<file path="src/rtl/burst_cmd_ram.sv">
// burst_cmd_ram: command-driven single-port RAM slave behind the SPI front-end.
// Command word = {opcode[1:0], payload[DATA_WIDTH-1:0]}:
//   00 SET_WADDR, 01 WRITE, 10 SET_RADDR, 11 READ.
// Read data leaves on a valid/ready slot; a READ that finds the slot full
// is dropped and raises the sticky overrun flag.
// Optional feature macro: AUTO_INC_EN (post-increment wr_addr on WRITE and
// rd_addr on accepted READ, wrapping modulo 2**ADDR_SIZE).
module burst_cmd_ram #(
  parameter int DATA_WIDTH = 8,
  parameter int ADDR_SIZE  = 8
) (
  input  logic                  clk,
  input  logic                  rst_n,
  input  logic [DATA_WIDTH+1:0] din,
  input  logic                  rx_valid,
  input  logic                  tx_ready,
  output logic [DATA_WIDTH-1:0] dout,
  output logic                  tx_valid,
  output logic                  overrun
);

  localparam int DEPTH = 1 << ADDR_SIZE;

  localparam logic [1:0] OP_SET_WADDR = 2'b00;
  localparam logic [1:0] OP_WRITE     = 2'b01;
  localparam logic [1:0] OP_SET_RADDR = 2'b10;
  localparam logic [1:0] OP_READ      = 2'b11;

`ifdef AUTO_INC_EN
  localparam bit AutoInc = 1'b1;
`else
  localparam bit AutoInc = 1'b0;
`endif

  logic [DATA_WIDTH-1:0] mem_q [DEPTH];

  logic [ADDR_SIZE-1:0]  wr_addr_q, wr_addr_d;
  logic [ADDR_SIZE-1:0]  rd_addr_q, rd_addr_d;
  logic [DATA_WIDTH-1:0] dout_q, dout_d;
  logic                  tx_valid_q, tx_valid_d;
  logic                  overrun_q, overrun_d;
  logic                  mem_we;

  logic [1:0]            op;
  logic [DATA_WIDTH-1:0] payload;
  logic                  slot_free;

  assign op        = din[DATA_WIDTH+1:DATA_WIDTH];
  assign payload   = din[DATA_WIDTH-1:0];
  // The slot is free when empty, or when its current word leaves this cycle.
  assign slot_free = !tx_valid_q || tx_ready;

  // Decode the command and work out next state for addresses and the output slot.
  always_comb begin
    wr_addr_d  = wr_addr_q;
    rd_addr_d  = rd_addr_q;
    dout_d     = dout_q;
    tx_valid_d = tx_valid_q;
    overrun_d  = overrun_q;
    mem_we     = 1'b0;

    // Consumer takes the word; a READ accepted below re-fills the slot.
    if (tx_valid_q && tx_ready) begin
      tx_valid_d = 1'b0;
    end

    if (rx_valid) begin
      case (op)
        OP_SET_WADDR: wr_addr_d = payload[ADDR_SIZE-1:0];
        OP_WRITE: begin
          mem_we = 1'b1;
          if (AutoInc) wr_addr_d = wr_addr_q + 1'b1;
        end
        OP_SET_RADDR: rd_addr_d = payload[ADDR_SIZE-1:0];
        OP_READ: begin
          if (slot_free) begin
            dout_d     = mem_q[rd_addr_q];
            tx_valid_d = 1'b1;
            if (AutoInc) rd_addr_d = rd_addr_q + 1'b1;
          end else begin
            overrun_d = 1'b1;
          end
        end
        default: ;
      endcase
    end
  end

  // Control state and read data register; reset clears everything but memory.
  always_ff @(posedge clk) begin
    if (!rst_n) begin
      wr_addr_q  <= '0;
      rd_addr_q  <= '0;
      dout_q     <= '0;
      tx_valid_q <= 1'b0;
      overrun_q  <= 1'b0;
    end else begin
      wr_addr_q  <= wr_addr_d;
      rd_addr_q  <= rd_addr_d;
      dout_q     <= dout_d;
      tx_valid_q <= tx_valid_d;
      overrun_q  <= overrun_d;
    end
  end

  // Memory array: not reset, and a command coinciding with reset is ignored.
  always_ff @(posedge clk) begin
    if (rst_n && mem_we) begin
      mem_q[wr_addr_q] <= payload;
    end
  end

  assign dout     = dout_q;
  assign tx_valid = tx_valid_q;
  assign overrun  = overrun_q;

endmodule

</file>
<file path="config.mk">
export PLATFORM = sky130hd
export DESIGN_NAME = burst_cmd_ram
export DESIGN_NICKNAME = d
export VERILOG_FILES = /design/src/rtl/burst_cmd_ram.sv
export SDC_FILE = /design/constraint.sdc
export NUM_CORES = 2
export LEC_CHECK = 0
export CAP_MARGIN = 20
export CORE_MARGIN = 10
export CORE_UTILIZATION = 63
export CTS_CLUSTER_DIAMETER = 150
export DETAILED_ROUTE_END_ITERATION = 8
export PLACE_DENSITY_LB_ADDON = 0.12
export SETUP_SLACK_MARGIN = 0.2
export SLEW_MARGIN = 20
export SYNTH_ARGS = -nofsm -noshare
export SYNTH_HDL_FRONTEND = slang
export SYNTH_SLANG_ARGS = --single-unit
</file>
<file path="constraint.sdc">
create_clock -name clk -period 3.2 [get_ports clk]
set_input_delay 0.96 -clock clk [delete_from_list [all_inputs] [get_ports clk]]
set_output_delay 0.96 -clock clk [all_outputs]
set_load 0.01 [all_outputs]
</file>
==> metrics.md <==
| Metric | Value |
|---|---|
| Worst path cell trace | clkdlybuf4s50_1 |
| Hold depth | 1 |
| Initial DRC Count | between 6000 and 7000 |
| Total of fill cells in the finished design | 7324 |
| Hold crit path type | reg2reg |
| NumNets Final | between 4000 and 5000 |
| Via count | approximately 44000 |
| Worst hold margin | 0.467 ns |
| Detailed-route wire length per cell | approximately 33 um |
| Antenna violations before repair | 6 |
| Critical Path Start | dout[1] |
| FF-to-FF path depth | 8 |
| Worst R2R Start | rd_addr_q[0] |
| Yosys cell types | 62 |
| CP Capture Type | output port |
| Cells after synthesis | 4011 |
| Drc violations | 0 |
| Cell taking the most area after synthesis | edfxtp_1 |
| HPWL after DPL | 138000 um |
| First-pass GRT wire length | between 300000 and 400000 um |
| Ys Warns | 0 |
| CTS Buffer Depth | 3 |
| Largest net degree at the start of global routing | between 100 and 150 |
| CP Class | reg2out |
| Buf+Inv Stages, Crit Path | 1 |
| R2R setup slack | approximately 0.22 ns |
| Sw Ratio | 0.204 |
| Root Buffer | clkbuf_16 |
| Primary FF master, synth | edfxtp_1 |
| Worst-Skew Late Latency | roughly 0.84 ns |
| IO Port Bufs | 23 |
| P per Cell Area | about 590 nW/um2 |
| Slowest cell on crit path | clkdlybuf4s50_1 |
| Die Ht | roughly 380 um |
| Vias in the first global route | ~43000 |
| CP max stage delay | ~0.62 ns |
| HP Start | overrun |
| Std-Cell Rows | approximately 130 |
| Share of cells above drive strength 1 | 0.274 |
| Yosys reg bits | 2074 |
| Max FO, Critical Path | 2 |
| Yosys top cell area share | 0.761 |
| Maximum VDD drop | slightly above 0.6 mV |
| Number of enable flip-flop cells after synthesis | 2048 |
| Fin crit period | 2.99 ns |
| Sequential fraction of design power | 0.544 |
| Clock Power Share | 0.420 |
| Post-layout util | 0.735 |
| Worst hold endpoint | overrun |
| Skew final | 0.0381 ns |
| RSZ-0062 raised after global routing | false |
| Starting Density | 0.634 |
| Outcome | completed |
| Placer's final routability congestion estimate | between 0.9 and 1 |
| Pint | 43700 uW |
| Clk pin slew, worst setup/hold paths | roughly 0.060 ns |
| Syn avg cell area | 20.2 um2 |
| Die Wd | between 300 and 400 um |
| Reg-to-reg endpoint | dout[7] |
| First-pass detailed-route iteration total | 6 |
| Drt total wl | ~210000 um |
| Slew margin rel. | 0.342 |
| Final Hold Viols | 0 |
| Post-route clock period utilization | 0.933 |
| Top post-synthesis cells by area | edfxtp_1, mux4_2, mux2i_1, nor2_1, o22ai_1 |
| Cell family with most CP delay | buffers and inverters |
| CTS Sinks | about 2100 |
| Total gr overflow | 0 |
| Combinational power share | 0.036 |
| CORE AREA | around 130000 um2 |
| Vias per inst | ~6.8 |
| Ports | 24 |
| Async set-reset flop share out of synthesis | 0 |
| TritonCTS clock tree | yes |
| Post-Synthesis Cell Area | roughly 80000 um2 |
| Antenna Nets Post-Route | 0 |
| Layout overhead on the synthesized area | 15.9% |
| CP arrival | roughly 2.0 ns |
| Slew @ Worst Pin | approximately 0.99 ns |
| WP data required | approximately 2.2 ns |
| Total GRT Usage | 0.298 |
| Setup ws final | ~0.21 ns |
| Sequential-to-total area share from yosys stat | 0.767 |
| Leak Pwr | 0.0295 uW |
| Crit path launch type | flip-flop |
| Antenna diodes | 0 |
| Fmax | ~330 MHz |
| Max-slew violation count | 0 |
| Post-Syn Nets | between 4000 and 5000 |
| CTS Buf Count | around 200 |
| Count leader, synth | edfxtp_1 |
| DP Worst Slack | -0.177 ns |
| Deepest level of the CTS H-tree | 4 |
| Final setup violation count | 0 |
| P_sw | around 11000 uW |
| Area of the die | between 100000 and 150000 um2 |
| Post-synth top cells | edfxtp_1, mux4_2, mux2i_1, nor2_1, o22ai_1 |
| Maxcap violations | 0 |
[layout make-up]
class	count	area (um2)	share of cell area
inverters	2	10.0	0.000107
clock inverters	124	1120	0.0120
multi-input cells	1689	17300	0.184
clock buffers	247	5270	0.0562
well taps	1662	2080	0.0222
flip-flops and latches	2074	62000	0.662
repair buffers	643	5930	0.0633
[metrics by stage]
step                cell area [um2]  setup TNS, ns  std cells  power (uW)
global route                  93700              0       6441       56200
detailed placement            87000         -0.305       6064       32400
floorplan                     80800              0       4011       31300
global placement              87000         -0.565       6064       32300
CTS                           93500              0       6435       55000
finish                        93700              0       6441       54900
[routing by layer]
layer  GRT usage  routed length [um]  share of wire  vias up
li1            -                   -              -    17800
met1       0.427               80100           0.38    22400
met2       0.443               96800           0.46     2794
met3      0.0754               25600           0.12      447
met4       0.125                9780          0.046        4
met5           0                  27        0.00013        -
[worst max path at each step]
stage                                to  slack (ns)  depth (start not counted)
final                           dout[1]        0.21                          1
after global routing            dout[6]        0.20                          9
after CTS                       dout[4]        0.17                          9
after detailed placement        dout[4]       -0.18                          8
after global placement          dout[4]       -0.16                          8
after floorplan           mem_q[101][0]        0.40                          6
[power by group through the flow]
stage	sequential [uW]	combinational [uW]	clock, uW
final	29900	1980	23000
after global routing	29900	2060	24300
after CTS	29900	1930	23200
after detailed placement	30400	1920	0
after global placement	30400	1890	0
after floorplan	30400	844	0
[layout by cell type (no fill, tap or decap), types with 8 or more instances in the layout]
cell and n:
buf_4 540, a211o_1 11, edfxtp_1 2048, a21oi_1 49
clkbuf_8 8, o21ai_0 25, a211oi_2 8, nand2b_1 9
nor2_1 296, nor2b_1 21, mux2i_1 329, o221ai_1 53
nor3_1 26, clkbuf_16 208, dfxtp_1 17, bufinv_16 19
mux4_2 351, a21boi_0 9, clkdlybuf4s50_1 15, mux2_2 13
nand3_1 36, a211oi_1 56, buf_12 68, a22o_1 9
o22ai_1 127, mux4_1 9, clkinv_2 35, nand2_1 86
clkbuf_1 43, a22oi_1 73, clkinv_1 55
[sequential cells by signal, summed over array words and instances, names as in the netlist]
register / cells
mem_q: 2048
overrun: 1
rd_addr_q: 8
wr_addr_q: 8
dout: 8
tx_valid: 1
[what timing repair did]
| item | 4_1_cts | 5_1_grt |
|---|---|---|
| hold buffers | 0 | 0 |
| buffers inserted | 0 | 2 |
| endpoints found under the setup margin | 9 | 11 |
| cloned | 0 | 4 |
| hold endpoints to repair | 0 | 0 |
| resized for setup | 9 | 31 |
[cell families after synthesis]
kind of cell	after synthesis	share of synthesized area
flops	2074	0.767
mux	702	0.143
compound gates	462	0.0404
buf+inv	248	0.0208
simple gates	525	0.0282
(Power assumes the default switching activity.)
